$ cat src/rtl/riscv_pkg.sv
// Shared definitions for the pipeline run controller: run-state encoding and width.
package riscv_pkg;

  localparam int STATE_W = 3;

  typedef enum logic [STATE_W-1:0] {
    ST_INIT      = 3'd0,
    ST_RUN       = 3'd1,
    ST_DRAIN     = 3'd2,
    ST_HALTED    = 3'd3,
    ST_STEP_IDLE = 3'd4,
    ST_STEP_ONE  = 3'd5,
    ST_DONE      = 3'd6
  } run_state_t;

  // States in which the whole pipeline advances and the hazard signals pass through.
  function automatic logic is_active(input run_state_t s);
    return (s == ST_RUN) || (s == ST_STEP_ONE);
  endfunction

endpackage

$ cat src/rtl/pipe_run_ctrl_sat_counter.sv
// Saturating up-counter with synchronous clear, used for cycle and performance counts.
module sat_counter #(
  parameter int W = 32
) (
  input  logic         clk,
  input  logic         rst,
  input  logic         en,
  input  logic         clr,
  output logic [W-1:0] cnt
);

  logic [W-1:0] r_cnt;

  always_ff @(posedge clk or negedge rst) begin
    if (!rst) begin
      r_cnt <= '0;
    end else if (clr) begin
      r_cnt <= '0;
    end else if (en && (r_cnt != '1)) begin
      r_cnt <= r_cnt + W'(1);
    end
  end

  assign cnt = r_cnt;

endmodule

$ cat src/rtl/pipe_run_ctrl.sv
// Pipeline run controller: init hold-off, halt-with-drain, single-step and cycle-limited run.
// Optional stall/flush performance counters are built when PIPE_RUN_CTRL_PERF_EN is defined.
//
// state      | meaning
// INIT       | pipeline enabled, hazard outputs forced 0 for INIT_CYCLES
// RUN        | hazard signals pass through, all stages enabled
// DRAIN      | fetch frozen, older stages empty out for NUM_STAGES-1 cycles
// HALTED     | all stages frozen until halt_req drops
// STEP_IDLE  | frozen, waiting for a step_req rising edge
// STEP_ONE   | one cycle with RUN behaviour
// DONE       | run limit reached, frozen until reset
module pipe_run_ctrl
  import riscv_pkg::*;
#(
  parameter int NUM_STAGES  = 5,
  parameter int INIT_CYCLES = 3,
  parameter int MAX_CYCLES  = 35,
  parameter int CNT_W       = 32
) (
  input  logic                  clk,
  input  logic                  rst,
  input  logic                  stall_in,
  input  logic                  pcsrc_in,
  input  logic                  halt_req,
  input  logic                  step_mode,
  input  logic                  step_req,
  output logic                  stall_out,
  output logic                  pcsrc_out,
  output logic [NUM_STAGES-1:0] stage_en,
  output logic [NUM_STAGES-1:0] flush_mask,
  output logic [STATE_W-1:0]    state,
  output logic [CNT_W-1:0]      cycle_cnt,
  output logic                  done,
  output logic [CNT_W-1:0]      stall_cnt,
  output logic [CNT_W-1:0]      flush_cnt
);

  localparam int SEQ_MAX = (INIT_CYCLES > NUM_STAGES) ? INIT_CYCLES : NUM_STAGES;
  localparam int SEQ_W   = $clog2(SEQ_MAX + 1);
  localparam logic [SEQ_W-1:0] INIT_LAST  = SEQ_W'(INIT_CYCLES - 1);
  localparam logic [SEQ_W-1:0] DRAIN_LAST = SEQ_W'(NUM_STAGES - 2);
  localparam logic [CNT_W-1:0] MAX_LAST   = CNT_W'(MAX_CYCLES - 1);

  run_state_t        r_state;
  logic              r_live;
  logic [SEQ_W-1:0]  r_seq;
  logic              r_step_prev;
  logic              r_step_edge;
  logic [CNT_W-1:0]  w_cycle_cnt;
  logic              w_active;

  // r_live keeps reset-value outputs until the first clock after release.
  always_ff @(posedge clk or negedge rst) begin
    if (!rst) begin
      r_state     <= ST_INIT;
      r_live      <= 1'b0;
      r_seq       <= '0;
      r_step_prev <= 1'b0;
      r_step_edge <= 1'b0;
    end else begin
      r_live      <= 1'b1;
      r_step_prev <= step_req;
      // Edges arriving while a step is executing are dropped, not queued.
      r_step_edge <= step_req & ~r_step_prev & (r_state != ST_STEP_ONE);
      case (r_state)
        ST_INIT: begin
          if (r_live) begin
            if (r_seq == INIT_LAST) begin
              r_state <= ST_RUN;
              r_seq   <= '0;
            end else begin
              r_seq <= r_seq + SEQ_W'(1);
            end
          end
        end
        ST_RUN: begin
          if ((MAX_CYCLES != 0) && (w_cycle_cnt == MAX_LAST)) begin
            r_state <= ST_DONE;
          end else if (halt_req) begin
            r_state <= ST_DRAIN;
            r_seq   <= '0;
          end else if (step_mode) begin
            r_state <= ST_STEP_IDLE;
          end
        end
        ST_DRAIN: begin
          if (r_seq == DRAIN_LAST) begin
            r_state <= ST_HALTED;
            r_seq   <= '0;
          end else begin
            r_seq <= r_seq + SEQ_W'(1);
          end
        end
        ST_HALTED: begin
          if (!halt_req) r_state <= ST_RUN;
        end
        ST_STEP_IDLE: begin
          if (halt_req)         r_state <= ST_HALTED;
          else if (!step_mode)  r_state <= ST_RUN;
          else if (r_step_edge) r_state <= ST_STEP_ONE;
        end
        ST_STEP_ONE: r_state <= ST_STEP_IDLE;
        ST_DONE:     r_state <= ST_DONE;
        default:     r_state <= ST_INIT;
      endcase
    end
  end

  always_comb begin
    stage_en   = '0;
    flush_mask = '0;
    stall_out  = 1'b0;
    pcsrc_out  = 1'b0;
    if (!r_live) begin
      flush_mask = '1;
    end else begin
      case (r_state)
        ST_INIT: stage_en = '1;
        ST_RUN, ST_STEP_ONE: begin
          stage_en  = '1;
          stall_out = stall_in;
          pcsrc_out = pcsrc_in;
        end
        ST_DRAIN: begin
          stage_en  = {{(NUM_STAGES-1){1'b1}}, 1'b0};
          stall_out = stall_in;
        end
        default: ;
      endcase
    end
  end

  assign w_active  = is_active(r_state);
  assign state     = r_state;
  assign done      = (r_state == ST_DONE);
  assign cycle_cnt = w_cycle_cnt;

  sat_counter #(.W(CNT_W)) u_cycle_cnt (
    .clk (clk),
    .rst (rst),
    .en  (w_active),
    .clr (1'b0),
    .cnt (w_cycle_cnt)
  );

`ifdef PIPE_RUN_CTRL_PERF_EN
  sat_counter #(.W(CNT_W)) u_stall_cnt (
    .clk (clk),
    .rst (rst),
    .en  (w_active & stall_in),
    .clr (1'b0),
    .cnt (stall_cnt)
  );

  sat_counter #(.W(CNT_W)) u_flush_cnt (
    .clk (clk),
    .rst (rst),
    .en  (pcsrc_out),
    .clr (1'b0),
    .cnt (flush_cnt)
  );
`else
  assign stall_cnt = '0;
  assign flush_cnt = '0;
`endif

endmodule
$ cat config.mk
export PLATFORM = sky130hd
export DESIGN_NAME = pipe_run_ctrl
export DESIGN_NICKNAME = d
export VERILOG_FILES = /design/src/rtl/riscv_pkg.sv /design/src/rtl/pipe_run_ctrl_sat_counter.sv /design/src/rtl/pipe_run_ctrl.sv
export SDC_FILE = /design/constraint.sdc
export NUM_CORES = 1
export LEC_CHECK = 0
export BUFFER_PORTS_ARGS = -buffer_cell sky130_fd_sc_hd__buf_2
export CAP_MARGIN = 10
export CORE_AREA = 4 4 94 96
export CTS_CLUSTER_SIZE = 12
export DETAILED_ROUTE_END_ITERATION = 16
export DIE_AREA = 0 0 98 100
export PLACE_DENSITY = 0.64
export SLEW_MARGIN = 20
export SYNTH_ARGS = -nofsm -noshare
export SYNTH_HDL_FRONTEND = slang
export SYNTH_HIERARCHICAL = 1
export SYNTH_SLANG_ARGS = --single-unit
$ cat constraint.sdc
create_clock -name clk -period 3.2 [get_ports clk]
set_clock_uncertainty 0.1 [all_clocks]
set_input_delay 0.48 -clock clk [delete_from_list [all_inputs] [get_ports clk]]
set_output_delay 0.48 -clock clk [all_outputs]
set_load 0.01 [all_outputs]
==> impl_metrics.csv <==
group,metric,value,unit
global_routing,track_usage,13.7,%
synth,synth_area,3110,sq um
sta,worst-slew-pin-transition,922,ps
sta,finalCriticalPeriod,2750,ps
global_routing,antenna_found_initial,0,
global_routing,grt_max_degree,42,
synth,ys_types,57,
worst_setup_path,crit_start,"state[0]",
cts,cts_max_level,2,
pwr,p_leak,0.00160,uW
pwr,power.switching,564,uW
sta,setup_viol,0,
sta,hold_viol,0,
cts,clock_latency,300,ps
routing,routed_wirelength,6950,microns
synth,yosysTopAreaCellShare,33.0,%
sta,fmax,363,MHz
final_layout,seq_area,1030,sq um
sta,tns,0,ps
placed_design,dp_hpwl,5180,microns
floorplanning,initial_utilization,38.7,%
routing,dr.pass1.iters,6,
run,maxCapViolations,0,
pwr,clockPowerShare,27.5,%
pwr,swShare,35.5,%
pwr,p_comb_share,31.0,%
floorplanning,core_area,8050,sq um
synth,yosysTopAreaCell,"dfrtp_1",
status,status,"finished, final reports clean",
cts,cts_inserted_buffers,5,
pwr,irDropWorstVdd,212,uV
routing,vias_per_cell,4.95,
global_routing,grt_first_pass_wirelength,11100,microns
global_routing,grt_overflow,0,
worst_setup_path,crit_fanout,19,
placed_design,routabilityCongestion,0.802,
floorplanning,die-height,100,microns
final_layout,multi_input_area,1700,sq um
min_path,hp-start,"step_req",
floorplanning,fp.dieArea,9800,sq um
synth,synth_edf_count,0,
final_layout,final_core_util,41.0,%
synth,postSynthCellCount,351,
worst_setup_path,crit_type,"reg -> reg",
final_layout,fillers,833,
floorplanning,die_w,98,microns
synth,synth-seq-cells,41,
routing,routed-via-count,2491,
synth,ys_seq_area_share,33.0,%
min_path,hp-class,"in -> reg",
pwr,cellPowerDensity,481,nW/um^2
synth,async_reset_ff_share,100,%
sta,maxSlewHeadroom,38.5,%
placed_design,io_buffers,54,
floorplanning,num_io_pins,119,
sta,slew_viol_final,0,
pwr,p_int,1020,uW
synth,synth_area_leaders,"dfrtp_1 33%, buf_4 17%, nor2_1 3.6%",
pwr,p_seq_share,41.5,%
routing,dr.first_iter.drc_count,146,
global_routing,grt_pass1_vias,2251,
cts,clockBufferDepth,2,
cts,cts.sinks,41,
worst_setup_path,worstSetupStartpointType,"flip-flop",
routing,remaining_drc_errors,0,
sta,post-route-period-util,86.1,%
final_layout,drive_above_1_share,20.9,%
routing,postRouteAntennaNets,0,
worst_setup_path,r2r_start,"state[0]",
cts,cts_hold_buffers,0,
floorplanning,rows,33,
worst_setup_path,crit_arrival,2840,ps
cts,cts_tree,"yes",
final_layout,antenna_cells,0,
worst_setup_path,cp.required,3290,ps
sta,rsz0062_at_grt,"no",
routing,wire_per_inst,13.8,microns
worst_setup_path,cp-end-kind,"flip-flop",
synth,synth_flop_cell,"dfrtp_1",
cts,cts_resized,0,
final_layout,area_growth,6.11,%
cts,cts_setup_buffers,0,
synth,syn_area_per_cell,8.87,sq um
worst_setup_path,r2r_setup_slack,450,ps
final_layout,fin_nets,409,
cts,cts.clk_slew.worst_paths,80,ps
cts,clockRootBuffer,"clkbuf_8",
synth,yosysWarningCount,6,
-- metrics by stage --
stage	worst slack, ps	instances	instance area [sq um]	hold slack [ps]	total power (uW)
final	445	503	3300	200	1590
after global routing	139	503	3300	194	1700
after CTS	506	503	3300	198	1590
after detailed placement	515	495	3190	372	1160
after global placement	684	495	3190	369	1150
after floorplan	894	418	3360	84.4	1100
-- cell type report --
type	count	area share (%)
multi-input combinational	279	51.3
sequential	41	31.1
timing repair buffer	55	8.41
tap	105	3.98
clock buffer	7	2.61
inverter	15	1.70
clock inverter	1	0.909
-- cell usage after synthesis, types with 2 or more instances --
master and instances:
nand2b_1 5, buf_4 72, o21ai_0 7, nor3_1 4
nand3_1 12, a31o_2 2, buf_2 4, mux2i_1 4
and2_1 3, xnor2_1 10, mux2_2 5, a21oi_1 16
nor2b_1 7, dfrtp_1 41, and3_1 9, inv_1 15
a31oi_1 2, o31ai_1 4, ha_1 5, o32a_1 2
o211ai_1 2, or4_1 3, clkbuf_1 6, conb_1 2
a21o_1 4, a211oi_1 7, nor4_2 6, nor2_1 30
nor4_1 6, nand2_1 13, nor4b_1 3, or3_1 6
nand4_1 8, xor2_1 3
-- logic make-up (layout without fill, tap and decap cells) --
family	after synthesis	after routing	synth area share (%)
AND/OR/NAND/NOR	126	126	24.3
buffers and inverters	98	78	20.7
AO/OA/AOI/OAI	56	56	12.6
flip-flops	41	41	33.0
XOR/XNOR	13	13	3.66
multiplexers	10	10	3.58
adder cells (fa/ha/maj)	5	5	2.01
other	2	69	0.241
-- power groups by stage --
stage | Sequential [uW] | Clock [uW] | Combinational (uW)
2_1_floorplan | 613 | 0 | 489
5_1_grt | 678 | 468 | 557
3_5_place_dp | 670 | 0 | 487
4_1_cts | 658 | 446 | 490
6_report | 659 | 436 | 492
3_3_place_gp | 664 | 0 | 485
-- layer usage --
layer / global-route usage (%) / vias up / wire length [microns]
li1: - / 1186 / -
met4: 3.62 / 0 / 85
met1: 18.6 / 1215 / 3080
met5: 0 / - / 0
met3: 3.54 / 8 / 451
met2: 21.8 / 82 / 3340
-- path summary, 6_finish.rpt --
check                                      endpoint  cells past startpoint
worst max-delay path            u_cycle_cnt/cnt[31]                      7
worst min-delay path                    r_step_prev                      1
worst max register to register  u_cycle_cnt/cnt[31]                      7
worst min register to register          r_step_edge                      2
max in group asynchronous        u_cycle_cnt/cnt[3]                      1
min in group asynchronous       u_cycle_cnt/cnt[20]                      1
-- state kept, by name (all words and copies together), names as in the netlist --
| register | flops |
|---|---|
| r_live | 1 |
| u_cycle_cnt/cnt | 32 |
| r_seq | 3 |
| state | 3 |
| r_step_prev | 1 |
| r_step_edge | 1 |
-- placed cells by master, fill, tap and decap left out, types with 4 or more instances in the layout --
cell type,instances
nor4_1,6
nor4_2,6
nor2_1,30
buf_2,54
inv_1,15
mux2_2,5
nand3_1,12
dfrtp_1,41
nand2b_1,5
and3_1,9
mux2i_1,4
nor2b_1,7
xnor2_1,10
o21ai_0,7
clkbuf_8,6
ha_1,5
or3_1,6
o31ai_1,4
a211oi_1,7
nand2_1,13
nand4_1,8
a21o_1,4
nor3_1,4
a21oi_1,16
conb_1,69
-- critical path, stage by stage (launching register included) --
cell and delay, ps:
dfrtp_1 680, nand2b_1 200, inv_1 120, and3_1 250, nand4_1 130, a21o_1 370
nor4_1 410, mux2_2 380
Note: power is estimated with default switching activity, not from simulation.
